<file path="src/rtl/mult_pkg.sv">
// Shared types for the sequential radix-2 Booth multiplier: FSM states, Booth ops and decode helper.
package mult_pkg;

    typedef enum logic [1:0] {
        IDLE = 2'd0,
        RUN  = 2'd1,
        DONE = 2'd2
    } state_e;

    typedef enum logic [1:0] {
        B_NOP = 2'd0,
        B_ADD = 2'd1,
        B_SUB = 2'd2
    } booth_op_e;

    localparam int unsigned BOOTH_PAIR_W = 2;

    // Radix-2 Booth recoding of {multiplier LSB, previously shifted-out bit}.
    function automatic booth_op_e booth_op(input logic [BOOTH_PAIR_W-1:0] pair);
        case (pair)
            2'b01:   return B_ADD;
            2'b10:   return B_SUB;
            default: return B_NOP;
        endcase
    endfunction

endpackage

</file>
<file path="src/rtl/booth_decode.sv">
// Combinational Booth decode: picks the shared adder's B operand and carry-in from the Booth pair.
module booth_decode
    import mult_pkg::*;
#(
    parameter int unsigned WIDTH = 32
) (
    input  logic                    en,
    input  logic [BOOTH_PAIR_W-1:0] pair,
    input  logic [WIDTH-1:0]        m,
    output logic [WIDTH-1:0]        add_b,
    output logic                    add_cin
);

    booth_op_e op;

    // Subtract is A + ~M + 1 so one adder serves both directions.
    always_comb begin
        op      = en ? booth_op(pair) : B_NOP;
        add_b   = '0;
        add_cin = 1'b0;
        case (op)
            B_ADD: add_b = m;
            B_SUB: begin
                add_b   = ~m;
                add_cin = 1'b1;
            end
            default: ;
        endcase
    end

endmodule

</file>
<file path="src/rtl/mult_booth_seq.sv">
// Radix-2 Booth signed multiplier sequencer driving an external shared CLA, one Booth step per cycle.
// Optional overflow exception enabled by defining MULT_EXCEPTION_EN.
module mult_booth_seq
    import mult_pkg::*;
#(
    parameter int unsigned WIDTH = 32
) (
    input  logic             clock,
    input  logic             reset_n,
    input  logic             ctrl_MULT,
    input  logic [WIDTH-1:0] data_operandA,
    input  logic [WIDTH-1:0] data_operandB,
    output logic [WIDTH-1:0] add_a,
    output logic [WIDTH-1:0] add_b,
    output logic             add_cin,
    input  logic [WIDTH-1:0] add_sum,
    input  logic             add_ovf,
    output logic [WIDTH-1:0] data_result,
    output logic             data_resultRDY,
    output logic             data_exception,
    output logic             busy
);

    localparam int unsigned CNT_W = $clog2(WIDTH) + 1;

    state_e           state_q, state_d;
    logic [WIDTH-1:0] m_q, h_q, l_q;
    logic             q_m1_q;
    logic [CNT_W-1:0] cnt_q;

    logic             run_c, last_c, sign_c;
    logic [WIDTH-1:0] h_nxt_c, l_nxt_c;

    // Next-state logic; a start pulse in any state (re)starts the operation.
    always_comb begin
        state_d = state_q;
        run_c   = (state_q == RUN);
        last_c  = run_c && !ctrl_MULT && (cnt_q == CNT_W'(WIDTH - 1));
        case (state_q)
            IDLE: if (ctrl_MULT) state_d = RUN;
            RUN: begin
                if (ctrl_MULT)   state_d = RUN;
                else if (last_c) state_d = DONE;
            end
            DONE:    state_d = ctrl_MULT ? RUN : IDLE;
            default: state_d = IDLE;
        endcase
    end

    always_ff @(posedge clock or negedge reset_n) begin
        if (!reset_n) state_q <= IDLE;
        else          state_q <= state_d;
    end

    booth_decode #(.WIDTH(WIDTH)) u_decode (
        .en      (run_c),
        .pair    ({l_q[0], q_m1_q}),
        .m       (m_q),
        .add_b   (add_b),
        .add_cin (add_cin)
    );

    assign add_a = h_q;

    // Arithmetic right shift of {H, L}; the true sign survives adder overflow.
    always_comb begin
        sign_c  = add_sum[WIDTH-1] ^ add_ovf;
        h_nxt_c = {sign_c, add_sum[WIDTH-1:1]};
        l_nxt_c = {add_sum[0], l_q[WIDTH-1:1]};
    end

`ifdef MULT_EXCEPTION_EN
    logic exc_c;
    assign exc_c = (h_nxt_c != {WIDTH{l_nxt_c[WIDTH-1]}});
`else
    assign data_exception = 1'b0;
`endif

    always_ff @(posedge clock or negedge reset_n) begin
        if (!reset_n) begin
            m_q            <= '0;
            h_q            <= '0;
            l_q            <= '0;
            q_m1_q         <= 1'b0;
            cnt_q          <= '0;
            busy           <= 1'b0;
            data_resultRDY <= 1'b0;
            data_result    <= '0;
`ifdef MULT_EXCEPTION_EN
            data_exception <= 1'b0;
`endif
        end else begin
            busy           <= (state_d == RUN);
            data_resultRDY <= (state_d == DONE);
            if (ctrl_MULT) begin
                m_q    <= data_operandA;
                h_q    <= '0;
                l_q    <= data_operandB;
                q_m1_q <= 1'b0;
                cnt_q  <= '0;
            end else if (run_c) begin
                h_q    <= h_nxt_c;
                l_q    <= l_nxt_c;
                q_m1_q <= l_q[0];
                cnt_q  <= cnt_q + CNT_W'(1);
            end
            // Result captured on the final commit so it is valid during DONE.
            if (last_c) begin
                data_result <= l_nxt_c;
`ifdef MULT_EXCEPTION_EN
                data_exception <= exc_c;
`endif
            end
        end
    end

endmodule

</file>
<file path="config.mk">
export PLATFORM = sky130hd
export DESIGN_NAME = mult_booth_seq
export DESIGN_NICKNAME = d
export VERILOG_FILES = /design/src/rtl/mult_pkg.sv /design/src/rtl/booth_decode.sv /design/src/rtl/mult_booth_seq.sv
export SDC_FILE = /design/constraint.sdc
export NUM_CORES = 1
export LEC_CHECK = 0
export BUFFER_PORTS_ARGS = -buffer_cell sky130_fd_sc_hd__buf_2
export CAP_MARGIN = 20
export CORE_ASPECT_RATIO = 1.75
export CORE_MARGIN = 3
export CORE_UTILIZATION = 35
export CTS_CLUSTER_DIAMETER = 60
export DETAILED_ROUTE_END_ITERATION = 6
export MAX_ROUTING_LAYER = met4
export PLACE_DENSITY = 0.61
export SYNTH_ARGS = -nofsm -noshare
export SYNTH_HDL_FRONTEND = slang
export SYNTH_SLANG_ARGS = --single-unit
</file>
<file path="constraint.sdc">
create_clock -name clock -period 4.6 [get_ports clock]
set_input_delay 1.38 -clock clock [delete_from_list [all_inputs] [get_ports clock]]
set_output_delay 1.38 -clock clock [all_outputs]
set_load 0.01 [all_outputs]
</file>
After elaboration in Yosys (flattened, before gate mapping)
Cells that the tools add are included.

Register bits: 139. Bits in latches: 0. RAM bits: 0. Memory bits (read-only): 0. Memories kept: 0.

$add $sub $neg: 1. Multipliers: 0. Divide/modulo/power cells: 0. Magnitude comparators: 0. Equal/unequal tests: 9. Shift-type cells: 0. Multiplexer cells: 17. Bitwise operators: 2. Reduce and logical (&&, ||, !) cells: 5.

Operator list (count): 2-to-1 mux 32 bit (4); case mux 32 bit (2 select lines) (1); NOT 32 bit (1); 2-to-1 mux 6 bit (2); == test 2 x 1 -> 1 bit (second input constant) (4); == test 2 bit (second input constant) (4); 2-to-1 mux 2 bit (4); adder 6 x 1 -> 6 bit (second input constant) (1); == test 6 x 5 -> 1 bit (second input constant) (1); case mux 2 bit (3 select lines) (1); 2-to-1 mux 1 bit (4); case mux 2 bit (2 select lines) (1); logical AND 1 bit (2); logical NOT 2 bit (1); nonzero test 2 bit (1); logical NOT 1 bit (1); bitwise XOR 1 bit (1).

Logic depth before layout (Yosys ltp)
Depth after elaboration: 7. Mapped depth: 7. Gate-level depth less buffers: 5.

Cells and area by module
A second synthesis with hierarchy kept.

Cells, all modules: 546. Area total of the unflattened synthesis: 6775.2 sq um.

Modules (own cells, without submodules): mult_booth_seq (times used 1, cells an instance 461, area each 5688.0 sq um, sequential area each 3478.3 sq um); booth_decode (times used 1, cells an instance 85, area each 1087.3 sq um, sequential area each 0.0 sq um).

Worst setup path before layout
OpenSTA, ideal clock, no wires.

Path type: register -> output. Start point: register l_q[0]. End point: output port add_b[0]. Arrival time: 1.299 ns. Data required time: 3.220 ns. Path slack: 1.921 ns. Stages on the path, launching flop included: 6. Buffers on the path: 2. Path through: dfrtp_1 nor4bb_1 clkbuf_1 clkbuf_1 nand2_1 o21ai_0.

Cells in the longest elaborated chain, start to end: 5. Elaborated cells on any way between the ends: 7. Classes of those cells: eq/ne: 4; mux: 3.

RTL lines: from (decl) (RTL line mult_booth_seq.sv:27) `logic [WIDTH-1:0] m_q, h_q, l_q;`; from (signal assigned) (RTL line mult_booth_seq.sv:98) `l_q <= data_operandB;`; from (signal assigned) (RTL line mult_booth_seq.sv:103) `l_q <= l_nxt_c;`; == test 2 bit or == test 2 x 1 -> 1 bit (tied branches) (RTL line mult_pkg.sv:20) `case (pair)`; case mux 2 bit (2 select lines) (*) (RTL line mult_pkg.sv:20); 2-to-1 mux 2 bit (*) (RTL line booth_decode.sv:18) `op = en ? booth_op(pair) : B_NOP;`; == test 2 bit or == test 2 x 1 -> 1 bit (tied branches) (RTL line booth_decode.sv:21) `case (op)`; case mux 32 bit (2 select lines) (*) (RTL line booth_decode.sv:21); to (decl) (RTL line mult_booth_seq.sv:14) `output logic [WIDTH-1:0] add_b,`.

Every way passes the cells marked *; elsewhere a longest branch is shown, timed or not.

Final worst setup path
Start point: register state_q[0]. End point: output port add_b[21].

Cells in the longest elaborated chain, start to end: 4. Elaborated cells on any way between the ends: 5. Classes of those cells: eq/ne: 3; mux: 2.

RTL lines: from (decl) (RTL line mult_booth_seq.sv:26) `state_e state_q, state_d;`; from (signal assigned) (RTL line mult_booth_seq.sv:52) `else state_q <= state_d;`; == test 2 x 1 -> 1 bit (*) (RTL line mult_booth_seq.sv:37) `run_c = (state_q == RUN);`; 2-to-1 mux 2 bit (*) (RTL line booth_decode.sv:18); == test 2 bit or == test 2 x 1 -> 1 bit (tied branches) (RTL line booth_decode.sv:21); case mux 32 bit (2 select lines) (*) (RTL line booth_decode.sv:21).

Marks and branches as above.

==> impl_results.md <==
* Outcome: finished clean
* CTS clk-pin slew, worst paths at 0.06 ns
* Avg Inst Size Synth at 11.2 sq um
* Clock sink total at 139
* CORE AREA at 16,600 sq um
* Fillers at 1,616
* HP Class: reg2reg
* Post-CTS setup buffers at 0
* Leak pwr at 3.94 nW
* Yosys cell types at 28
* Mapped cell area at 5990 sq um
* HP Start: data_result[15]$_DFFE_PN0P_
* DRC errors left at 0
* Crit start category: flop
* Initial antenna violation count at 2
* Main synth FF type: dfrtp_1
* Post-cts gate resize count at 0
* Worst-path maximum fanout at 27
* Row count at 62
* Worst Reg-to-Reg Cells at 3
* Final Wtd Congestion at 0.770
* Fin Setup TNS at 0 ns
* Max_cap viols at 0
* Worst skew pair latency at 0.41 ns
* I/O Pins at 200
* Worst Path Required at 3.22 ns
* Max Fclk at 294 MHz
* Number of port buffers at 198
* Final setup margin at 1.20 ns
* RSZ-0062 raised after global routing: false
* Post-route ant nets at 0
* Die Ht at 179 um
* R2r startpoint: state_q[1]$_DFF_PN0_
* Synth Register Bits at 139
* Syn Nets at 636
* Via count at 4,529
* Sequential area share after synthesis at 58.1%
* Share of cells above drive strength 1 at 41.2%
* TritonRoute pass-1 iters at 4
* Post-DR wirelength/cell at 15.7 um
* Final WL at 15,000 um
* Worst-Margin Slew at 1.06 ns
* Die X at 105 um
* Minimum clock period at 3.40 ns
* Fin crit share at 73.9%
* Number of global-route vias before repair at 4,731
* WP data arrival at 2.02 ns
* DPL Wire Length at 10,500 um
* Crit path kind: reg2out
* Wire length of the first global-routing pass at 23,800 um
* Final #Nets at 819
* Final design utilization at 46.7%
* Max-slew violation count at 0
* Die area at 18,800 sq um
* CTS Root Cell: clkbuf_16
* Final hold vios at 0
* CP Capture Type: output pin
* H-tree level count at 4
* Worst Hold Depth at 1
* Setup WS pre-CTS at 1.06 ns
* CTS Buf Count at 17
* Hold Path Sink: data_result[15]$_DFFE_PN0P_
* Gr ovfl total at 0
* CTS Buffer Depth at 2
* CTS tree: built
* Commonest non-fill, non-tap cell in the layout: buf_2
* Post-synth EDFFs at 0
* GRT Total Usage at 16.7%
* Area delta synth->final at 29.4%
* DRT iter0 DRCs at 152
* Initial core utilization at 36.1%
* Clock skew at 0.0123 ns
* Synth warn at 0
* Post-CTS Hold Fix Bufs at 0
* Most frequent cells in the layout: buf_2 (196), dfrtp_1 (139), nand2_1 (131), o21ai_0 (66), a21oi_1 (38)
* FF-to-FF setup slack at 2.12 ns
* Largest net degree at the start of global routing at 95
* Final setup fails at 0
* Max transition margin at 29.1%
* Mapped Cells at 535
* R2R Path End: data_result[26]$_DFFE_PN0P_
* Post-synth ARST share at 100%
* DR vias/cell at 4.73
* Power per Cell Area at 408 nW/um^2
* VDD IR max at 0.000239 V
state kept, by name, summed over array words and instances (netlist names):
name / flops
add_a: 32
busy: 1
cnt_q: 6
data_result: 32
data_resultRDY: 1
l_q: 32
m_q: 32
q_m1_q: 1
state_q: 2
per-stage QoR:
step           hold slack, ns  cell area [sq um]  cells  power, mW
5_1_grt                 0.530               7750    957       3.33
4_1_cts                 0.510               7730    954       3.21
3_3_place_gp            0.492               7160    922       1.84
3_5_place_dp            0.497               7160    922       1.85
2_1_floorplan           0.498               5990    535       1.65
6_report                0.504               7750    957       3.16
layer usage:
metal | part of all wire [%] | GRT usage [%] | vias up
li1 | - | - | 2182
met1 | 38 | 17.3 | 2216
met2 | 56 | 30.0 | 110
met3 | 3.6 | 3.78 | 21
met4 | 2.6 | 7.44 | 0
met5 | 0 | - | -
final cells by class:
type | count | area (sq um) | share of cell area (%)
Sequential cell | 139 | 3480 | 44.9
Multi-Input combinational cell | 353 | 2340 | 30.2
Timing Repair Buffer | 203 | 1050 | 13.6
Clock buffer | 19 | 433 | 5.59
Tap cell | 224 | 280 | 3.62
Clock inverter | 13 | 143 | 1.84
Inverter | 4 | 15.0 | 0.194
Antenna cell | 2 | 5.00 | 0.0646
worst max-delay path, cell delays in order, from the launching register on:
cell and delay (ns):
dfrtp_1 0.47, nor2b_4 0.19, nand3b_1 0.26, buf_6 0.27, o21ai_0 0.23, buf_2 0.18
synthesized netlist by cell type, types with 4 or more instances:
cell	n	area (sq um)
dfrtp_1	139	3480
nand2_1	131	492
o21ai_0	66	330
a21oi_1	38	190
mux2_2	36	405
mux2i_1	32	320
mux2_4	28	420
clkbuf_1	26	97.6
buf_1	4	15.0
buf_2	4	20.0
buf_6	4	45.0
inv_1	4	15.0
worst max-delay path by stage:
stage                endpoint  cells past startpoint            startpoint
floorplan            add_b[0]                      5    l_q[0]$_DFFE_PN0P_
global placement    add_b[21]                      4  state_q[0]$_DFF_PN0_
detailed placement  add_b[21]                      4  state_q[0]$_DFF_PN0_
CTS                 add_b[21]                      4  state_q[0]$_DFF_PN0_
global route        add_b[21]                      5  state_q[0]$_DFF_PN0_
finish              add_b[21]                      5  state_q[0]$_DFF_PN0_
cells by family after synthesis:
family          Yosys count  share of synthesized area (%)
simple gates            146                           9.82
flops                   139                           58.1
compound gates          106                           8.94
mux                      96                           19.1
buf+inv                  43                           3.34
xor+xnor                  3                          0.439
fa+ha+maj                 1                          0.209
other cells               1                         0.0626
where the power goes:
group          total, mW  internal (mW)  switching [mW]
combinational      0.439          0.191           0.248
clock               1.34          0.802           0.534
sequential          1.39           1.32          0.0684
total               3.16           2.31           0.850
Note: power is estimated with default switching activity, not from simulation.
